File: config.mk
export PLATFORM = sky130hd
export DESIGN_NAME = mmio_uart_tx
export DESIGN_NICKNAME = d
export VERILOG_FILES = /design/src/rtl/mmio_uart_tx.sv
export SDC_FILE = /design/constraint.sdc
export NUM_CORES = 1
export LEC_CHECK = 0
export BUFFER_PORTS_ARGS = -buffer_cell sky130_fd_sc_hd__buf_2
export CAP_MARGIN = 20
export CORE_UTILIZATION = 47
export CTS_CLUSTER_SIZE = 14
export DETAILED_ROUTE_END_ITERATION = 7
export PLACE_DENSITY = 0.71
export SKIP_LAST_GASP = 1
export SYNTH_ARGS = -nofsm -noshare
export SYNTH_HDL_FRONTEND = slang
export SYNTH_SLANG_ARGS = --single-unit
File: constraint.sdc
create_clock -name clk -period 2.6 [get_ports clk]
set_input_delay 0.52 -clock clk [delete_from_list [all_inputs] [get_ports clk]]
set_output_delay 0.52 -clock clk [all_outputs]
set_load 0.05 [all_outputs]
File: src/rtl/mmio_uart_tx.sv
// mmio_uart_tx: memory-mapped 8N1 UART transmitter with byte FIFO and programmable bit period
module mmio_uart_tx #(
  parameter int FIFO_DEPTH = 16,
  parameter logic [15:0] DEFAULT_DIV = 16'd867
) (
  input logic clk,
  input logic resetn,
  input logic sel,
  input logic wen,
  input logic ren,
  input logic [4:0] addr,
  input logic [63:0] wdata,
  output logic [63:0] rdata,
  output logic txd
);
  localparam int AW = $clog2(FIFO_DEPTH);
  localparam logic [1:0] IDLE = 2'd0, START = 2'd1, DATA = 2'd2, STOP = 2'd3;
  logic [7:0] mem [FIFO_DEPTH];
  logic [AW-1:0] rp, wp;
  logic [AW:0] cnt;
  logic [15:0] div, tmr;
  logic [1:0] st;
  logic [7:0] sh;
  logic [2:0] idx;
  logic ovf, full, empty, busy, wr, push_req, push, pop, clr, tend, unused;
  always_comb begin
    full = cnt == (AW+1)'(FIFO_DEPTH);
    empty = cnt == '0;
    busy = st != IDLE || !empty;
    wr = sel && wen;
    push_req = wr && addr[4:3] == 2'd0;
    push = push_req && !full;
    pop = st == IDLE && !empty;
    clr = wr && addr[4:3] == 2'd1 && wdata[3];
    tend = tmr == '0;
    txd = st == START ? 1'b0 : st == DATA ? sh[0] : 1'b1;
    rdata = !(sel && ren) ? 64'd0 :
            addr[4:3] == 2'd1 ? {60'd0, ovf, busy, empty, full} :
            addr[4:3] == 2'd2 ? {48'd0, div} : 64'd0;
    unused = ^{wdata[63:16], addr[2:0]};
  end
  always_ff @(posedge clk)
    if (push) mem[wp] <= wdata[7:0];
  always_ff @(posedge clk) begin
    if (!resetn) begin
      st <= IDLE;
      cnt <= '0;
      rp <= '0;
      wp <= '0;
      ovf <= 1'b0;
      div <= DEFAULT_DIV;
      tmr <= '0;
      sh <= '0;
      idx <= '0;
    end else begin
      cnt <= cnt + (AW+1)'(push) - (AW+1)'(pop);
      wp <= push ? wp + 1'b1 : wp;
      rp <= pop ? rp + 1'b1 : rp;
      ovf <= clr ? 1'b0 : (push_req && full) ? 1'b1 : ovf;
      div <= (wr && addr[4:3] == 2'd2) ? wdata[15:0] : div;
      case (st)
        IDLE: if (pop) begin
          sh <= mem[rp];
          st <= START;
          tmr <= div;
        end
        START: if (tend) begin
          st <= DATA;
          idx <= '0;
          tmr <= div;
        end else tmr <= tmr - 1'b1;
        DATA: if (tend) begin
          sh <= sh >> 1;
          idx <= idx + 1'b1;
          tmr <= div;
          st <= idx == 3'd7 ? STOP : DATA;
        end else tmr <= tmr - 1'b1;
        default: if (tend) begin
          st <= IDLE;
          tmr <= div;
        end else tmr <= tmr - 1'b1;
      endcase
    end
  end
endmodule

**Yosys cells after proc, flatten, opt, wreduce, memory -nomap -nowiden**

Memories as Yosys holds them, arrays and structs flattened. A register that Yosys moved wholly into a read port is not among the register bits.
Cells that the tools add are included.

- Flip-flop bits (word level): 59
- Bits in writable memories: 128
- Input port bits: 74
- Output and inout bits: 65
- Logic and storage cells: 74
- Memories: 1

- Add/subtract/negate cells: 6
- Equality and inequality tests: 9
- Muxes and demuxes: 24
- Bitwise gates (word level): 1
- Reductions and logical operators: 24

Memory list:

| memory | depth | width | rd ports | clocked after memory_dff | wr ports | RTL line | source |
|---|---|---|---|---|---|---|---|
| mem | 16 | 8 | 1 | 1 | 1 | 18 | `logic [7:0] mem [FIFO_DEPTH];` |

Operators by type and width:

| operator | count |
|---|---|
| two-way mux 16 bit | 6 |
| zero test 16 bit | 1 |
| two-way mux 8 bit | 2 |
| case mux 8 bit (2 select lines) | 1 |
| subtractor 16 x 1 -> 16 bit, second input constant | 1 |
| logical AND 1 bit | 9 |
| adder 4 x 1 -> 4 bit, second input constant | 2 |
| two-way mux 2 bit | 4 |
| two-way mux 4 bit | 2 |
| nonzero test 2 bit | 4 |
| two-way mux 3 bit | 2 |
| inequality test 2 bit, second input constant | 3 |
| case mux 2 bit (3 select lines) | 1 |
| case mux 3 bit (2 select lines) | 1 |
| AND reduction 3 bit | 2 |
| adder 5 x 1 -> 5 bit | 1 |
| equality test 5 bit, second input constant | 1 |
| zero test 5 bit | 1 |
| two-way mux 1 bit | 5 |
| subtractor 5 x 1 -> 5 bit | 1 |
| equality test 2 x 1 -> 1 bit, second input constant | 2 |
| equality test 2 bit, second input constant | 2 |
| zero test 2 bit | 2 |
| AND reduction 4 bit | 1 |
| other kinds (6) | 7 |

**Logic depth before layout (Yosys ltp)**

Gate-level depths: netlist (run 1).

- Word-level depth: 5
- Gate-level depth with buffers: 14
- Gate-level depth less buffers: 14

**Least setup slack after synthesis (run 1)**

Ideal clock, no wire load.

- Kind: register -> register
- Start point: register cnt[2]
- End point: register cnt[4]
- Library setup time: 0.070 ns
- Arrival time: 2.606 ns
- Required time: 2.530 ns
- Slack: -0.077 ns
- Stages on the path, launching flop included: 15
- Buffers on the path: 0
- Clock period less this slack: 2.677 ns
- Cell sequence: dfxtp_1 inv_1 ha_1 nor4bb_1 nor4_2 nand2b_1 nand2_1 ha_1 inv_1 fa_1 inv_1 a21oi_1 nor2_1 or3_1 a21oi_1

- Word-level cells in the longest chain between the ends: 5
- Elaborated cells on any way between the ends: 8
- Those cells by class: add/sub: 2; eq/ne: 1; reduce/logical: 5

Ends and longest elaborated chain:

| element | RTL line | source |
|---|---|---|
| from (decl) | 20 | `logic [AW:0] cnt;` |
| from (signal assigned) | 56 | `cnt <= cnt + (AW+1)'(push) - (AW+1)'(pop);` |
| equality test 5 bit | 27 | `full = cnt == (AW+1)'(FIFO_DEPTH);` |
| zero test 1 bit | 32 | `push = push_req && !full;` |
| logical AND 1 bit | 32 |  |
| adder 5 x 1 -> 5 bit | 56 |  |
| subtractor 5 x 1 -> 5 bit (*) | 56 |  |

Mark *: on every way between the ends. The rest lies on a longest branch, timed or not.
A chain may end at the register's enable or synchronous reset.

**Worst setup path after layout (run 1)**

- Start point: register cnt[3]
- End point: register cnt[4]

The elaborated chain is that of the path after synthesis.

==> results.txt, run 1 <==
CTS Root Cell - clkbuf_16
top cell type's share of synthesized area - 45.3%
nets@finish - 829
Leak Pwr - 3.46 nW
Placed Instances - 933
Hold Crit Class - in -> reg
DR vias/cell - 5.64
die area - 18600 um^2
worst setup path start - cnt[3]$_SDFF_PN0_
status - finished, final reports clean
Worst R2R Start - cnt[3]$_SDFF_PN0_
max-cap viol count - 0
Cell Pwr Density - 976 nW/um^2
first-pass GRT wire length - 26500 um
Post-synth EDFFs - 128
Global Route Usage Sum - 19.5%
Async SR Flop Fraction - 0%
Finish-stage setup viols - 0
average size of a mapped cell - 12.6 um^2
Rows - 48
Synth-to-Final Area Change - 13.6%
combinational power share - 34.1%
worst-margin pin slew - 0.613 ns
CTS tree - done
sw frac - 33.7%
share of cells above drive strength 1 - 22.4%
DRC - 0
cts bufs inserted - 17
Mapped Area - 8480 um^2
Final Hold Violating Endpoints - 0
Top FF cell, synth - edfxtp_1
Hold Path Cell Cnt - 3
Finished Core Util - 55.1%
Hold Buf Count CTS - 0
clock power share - 26.6%
WL/cell - 17.9 um
Switch Pwr - 3.17 mW
fin. max-slew vios - 0
data arrival time of the critical path - 2.91 ns
Setup CP Type - reg -> reg
Seq/Total Area, Yosys - 60.2%
worst slack, placed - -0.122 ns
clk_lat worst skew - 0.43 ns
Starting Density - 48.5%
gp weighted congestion - 0.793
Pre-antenna DRT Iters - 5
Worst Hold Launch - wdata[8]
fill cell count - 1390
grt ovf - 0
main area contributors after synthesis - edfxtp_1 45%, dfxtp_1 15%, mux4_2 8.5%
DR vias - 5494
vias in the first global route - 5013
min cycle time layout - 2.55 ns
clk slew on worst S/H paths - 0.06 ns
Clock Skews - 0.0128 ns
Post-Route WL - 17400 um
largest net degree at the start of global routing - 33
setup slack, reg-to-reg - 0.05 ns
cell taking the most area after synthesis - edfxtp_1
post-route ant nets - 0
distinct cell type count after synthesis - 56
Die H - 136 um
Post-Route Setup TNS - 0 ns
crit path launch type - register
fin worst setup slack - 0.0495 ns
synth warn - 0
FMAX - 0.392 GHz
HPWL after detailed placement - 11600 um
RSZ-0062 raised after global routing - yes
Die X - 136 um
relative slew slack - 58.8%
CTS sink count - 191
initial drt markers - 496
CP max FO - 2
worst r2r dst - cnt[4]$_SDFF_PN0_
num ports - 139
Post-Synthesis Cells - 671
CP endpoint kind - register
area of the multi-input gates - 3080 um^2
Seq cells post-synth - 191
Clock Path Buffers - 2
Final Cycle Share - 98.1%
core area - 17500 um^2
initial antenna violation count - 0
ANT cells - 0
Sequential Power Share - 39.3%
Reg area - 5110 um^2
H-tree depth - 4
Internal - 6.23 mW
WP data required - 2.96 ns
Worst IR Drop VDD - 0.895 mV
R2R depth - 14
Hold Path End - div[8]$_SDFFE_PN1P_
PortBufs - 39
Finished Layout Cells - 974
-- flip-flops by register name, summed over array words and instances (netlist names), named ones only --
| register | flops |
|---|---|
| ovf | 1 |
| st | 2 |
| div | 16 |
| rp | 4 |
| sh | 8 |
| mem | 128 |
| cnt | 5 |
| tmr | 16 |
| wp | 4 |
| idx | 3 |
-- critical path, stage by stage (launching register included) --
cell and delay, ns:
dfxtp_2 0.34, inv_2 0.06, ha_4 0.15, nor4bb_4 0.15, nor4_4 0.34, nand2b_4 0.21, nand2_4 0.05, ha_4 0.15
inv_2 0.05, fa_2 0.21, inv_2 0.04, a21oi_2 0.12, nor2_1 0.06, or3_1 0.38, a21oi_2 0.14
-- cell usage after synthesis (all sizes together), types with 12 or more instances --
cell,n
edfxtp,128
dfxtp,63
nand2,60
a21oi,57
buf,57
nor2,45
mux4,32
o21ai,26
clkbuf,24
a22oi,20
and2,18
ha,18
inv,16
nand3,16
nor3,12
-- repair_timing --
| action | in CTS | in global routing |
|---|---|---|
| endpoints found under the hold margin | 0 | 0 |
| setup endpoints to repair | 1 | 2 |
| pin swaps | 1 | 6 |
| buffers inserted | 1 | 8 |
| gates resized for setup | 1 | 15 |
| gates cloned | 0 | 0 |
-- routing by layer --
layer / vias up / share of wire [%] / wire [um] / track usage [%]
met3: 24 / 6.7 / 1160 / 3.13
met1: 2682 / 41 / 7070 / 25.5
met2: 275 / 51 / 8920 / 32.7
met5: - / 0 / 0 / 0
li1: 2513 / - / - / -
met4: 0 / 1.6 / 282 / 7.35
-- power by group through the flow --
stage / Clock [mW] / Combinational, mW / Sequential [mW]
floorplan: 0 / 2.32 / 3.70
global placement: 0 / 2.86 / 3.73
detailed placement: 0 / 2.97 / 3.75
CTS: 2.54 / 3.02 / 3.68
global route: 2.65 / 3.51 / 3.72
finish: 2.50 / 3.20 / 3.70
-- cells by family after synthesis --
| group | Yosys count | share of synthesized area [%] |
|---|---|---|
| mux | 36 | 8.99 |
| xor+xnor | 9 | 0.930 |
| flops | 191 | 60.2 |
| compound gates | 124 | 8.56 |
| other cells | 1 | 0.0442 |
| simple gates | 194 | 11.8 |
| buf+inv | 97 | 6.52 |
| fa+ha+maj | 19 | 2.89 |
-- through the flow --
step	total power, mW	hold WS (ns)	area (um^2)
finish	9.40	0.309	9630
global route	9.88	0.311	9630
CTS	9.24	0.281	9520
detailed placement	6.72	0.467	8940
global placement	6.59	0.457	8940
floorplan	6.02	0.438	8690
-- cell type report --
cell class / instances / area share (%)
Sequential cell: 191 / 53.1
Multi-Input combinational cell: 430 / 32.0
Timing Repair Buffer: 80 / 5.52
Clock buffer: 18 / 4.46
Tap cell: 225 / 2.92
Clock inverter: 14 / 1.47
Inverter: 16 / 0.624
-- worst max-delay path by stage --
stage	cells past startpoint	slack, ns	to
detailed placement	15	-0.12	cnt[4]$_SDFF_PN0_
global placement	15	0.07	cnt[4]$_SDFF_PN0_
finish	14	0.05	cnt[4]$_SDFF_PN0_
CTS	15	0.01	cnt[4]$_SDFF_PN0_
floorplan	14	0.004	cnt[4]$_SDFF_PN0_
global route	14	-0.08	cnt[4]$_SDFF_PN0_
-- layout by cell type (no fill, tap or decap), types with 3 or more instances in the layout --
| cell | count |
|---|---|
| edfxtp_1 | 128 |
| dfxtp_1 | 60 |
| nand2_1 | 58 |
| a21oi_1 | 55 |
| conb_1 | 48 |
| nor2_1 | 45 |
| buf_2 | 39 |
| buf_4 | 38 |
| mux4_2 | 32 |
| o21ai_0 | 25 |
| a22oi_1 | 20 |
| and2_1 | 17 |
| clkbuf_16 | 17 |
| nand3_1 | 16 |
| ha_1 | 16 |
| inv_1 | 12 |
| nor3_1 | 11 |
| nor2b_1 | 6 |
| xor2_1 | 6 |
| nand2b_1 | 5 |
| inv_2 | 4 |
| a31oi_1 | 4 |
| nand4_1 | 4 |
| o22ai_1 | 4 |
| or4_1 | 4 |
| nor4b_1 | 3 |
| or3_1 | 3 |
| xnor2_1 | 3 |
| mux2i_1 | 3 |
| nor4_1 | 3 |
| o21a_1 | 3 |
| dfxtp_2 | 3 |
| clkinv_2 | 3 |
| inv_6 | 3 |
Power figures use the tool's default switching activity.
==> run 2: changes to the inputs <==
CTS_CLUSTER_DIAMETER = 60   (was default)
GPL_ROUTABILITY_DRIVEN = 1   (was default)
RECOVER_POWER = 100   (was default)
==> run 2 against run 1 <==
Net effect:
- fmax is essentially flat
- clock power is essentially flat
- critical endpoint unchanged
- critical path type unchanged
- non-clock buffer count is the same
- cell count is the same
- power is essentially flat
- largest cell class unchanged
==> results.txt, run 2 (synthesis results as in run 1) <==
status - finished, final reports clean
CP max FO - 2
fin. max-slew vios - 0
FMAX - 0.392 GHz
DRC - 0
initial drt markers - 507
CP endpoint kind - register
Finished Layout Cells - 974
Placed Area - 8940 um^2
CTS sink count - 191
PortBufs - 39
commonest non-fill, non-tap cells in the layout - 128 x edfxtp_1, 60 x dfxtp_1, 58 x nand2_1
clock power share - 26.6%
combinational power share - 34.1%
Internal - 6.23 mW
WL/cell - 18.0 um
CTS Root Cell - clkbuf_16
DR vias/cell - 5.64
Pre-antenna DRT Iters - 5
gp weighted congestion - 0.793
ANT cells - 0
Reg area - 5110 um^2
clk slew on worst S/H paths - 0.06 ns
Starting Density - 48.5%
Hold Crit Class - in -> reg
post-route cell area - 9620 um^2
vias in the first global route - 5013
data arrival time of the critical path - 2.91 ns
area of the multi-input gates - 3080 um^2
RSZ-0062 raised after global routing - yes
Global Route Usage Sum - 19.5%
crit path launch type - register
HPWL after detailed placement - 11600 um
H-tree depth - 4
initial antenna violation count - 0
num ports - 139
Rows - 48
Switch Pwr - 3.17 mW
Biggest register - mem
worst-margin pin slew - 0.925 ns
worst slack, placed - -0.122 ns
max-cap viol count - 0
Final Cycle Share - 98.1%
clk_lat worst skew - 0.43 ns
Setup CP Type - reg -> reg
sw frac - 33.7%
Cell Pwr Density - 978 nW/um^2
Hold Buf Count CTS - 0
cts bufs inserted - 17
fill cell count - 1395
most common cell after layout, fill and taps aside - edfxtp_1
core area - 17500 um^2
nets@finish - 829
Die X - 136 um
Die H - 136 um
Clock Path Buffers - 2
Placed Instances - 933
Post-Route WL - 17500 um
Finish-stage setup viols - 0
max reg flops - 128
Final Hold Violating Endpoints - 0
Sequential Power Share - 39.3%
min cycle time layout - 2.55 ns
Top Registers - mem (128), div (16), tmr (16)
fin worst setup slack - 0.0502 ns
share of cells above drive strength 1 - 21.2%
first-pass GRT wire length - 26500 um
DR vias - 5498
Leak Pwr - 3.43 nW
Clock Skews - 0.0128 ns
Synth-to-Final Area Change - 13.4%
WP data required - 2.96 ns
grt ovf - 0
CTS tree - done
relative slew slack - 38.3%
post-route ant nets - 0
Worst IR Drop VDD - 0.896 mV
largest net degree at the start of global routing - 33
die area - 18600 um^2
[run 2: cell type report]
type,count,area share [%]
clock inverters,14,1.47
well taps,225,2.93
multi-input cells,430,32.0
repair buffers,80,5.39
flip-flops and latches,191,53.1
clock buffers,18,4.46
inverters,16,0.625
[run 2: worst paths after layout]
kind | startpoint | end | slack [ns] | cells past startpoint
hold reg to reg | sh[7]$_SDFFE_PN0P_ | sh[7]$_SDFFE_PN0P_ | 0.48 | 2
setup reg to reg | cnt[3]$_SDFF_PN0_ | cnt[4]$_SDFF_PN0_ | 0.05 | 14
setup / recovery | cnt[3]$_SDFF_PN0_ | cnt[4]$_SDFF_PN0_ | 0.05 | 14
hold / removal | wdata[8] | div[8]$_SDFFE_PN1P_ | 0.31 | 3
[run 2: what timing repair did]
action,4_1_cts,5_1_grt
buffers inserted,1,8
cloned,0,0
resized for setup,1,15
endpoints found under the setup margin,1,2
pin swaps,1,6
[run 2: power groups by stage]
stage,Clock [mW],Combinational [mW],Sequential (mW)
detailed placement,0,2.97,3.75
floorplan,0,2.32,3.70
finish,2.50,3.21,3.70
global route,2.65,3.51,3.73
global placement,0,2.86,3.73
CTS,2.54,3.02,3.68
[run 2: per-layer routing]
metal	vias up	part of all wire (%)	track usage [%]
li1	2511	-	-
met1	2685	40	25.5
met2	279	51	32.7
met3	23	6.9	3.13
met4	0	1.6	7.35
met5	-	0	0
[run 2: metrics by stage]
| stage | util [%] | TNS, ns | total power, mW | hold slack, ns |
|---|---|---|---|---|
| finish | 55.0 | 0 | 9.41 | 0.308 |
| global placement | 51.2 | 0 | 6.59 | 0.457 |
| global route | 55.0 | -0.0782 | 9.88 | 0.311 |
| floorplan | - | 0 | 6.02 | 0.438 |
| detailed placement | 51.2 | -0.122 | 6.72 | 0.467 |
| CTS | 54.5 | 0 | 9.24 | 0.281 |
[run 2: critical path, cell delays in order (launching register included)]
cell and delay [ns]:
dfxtp_2 0.34, inv_2 0.06, ha_4 0.15, nor4bb_4 0.15, nor4_4 0.34, nand2b_4 0.21, nand2_4 0.05, ha_4 0.15
inv_2 0.05, fa_2 0.22, inv_2 0.04, a21oi_2 0.12, nor2_1 0.06, or3_1 0.38, a21oi_2 0.14
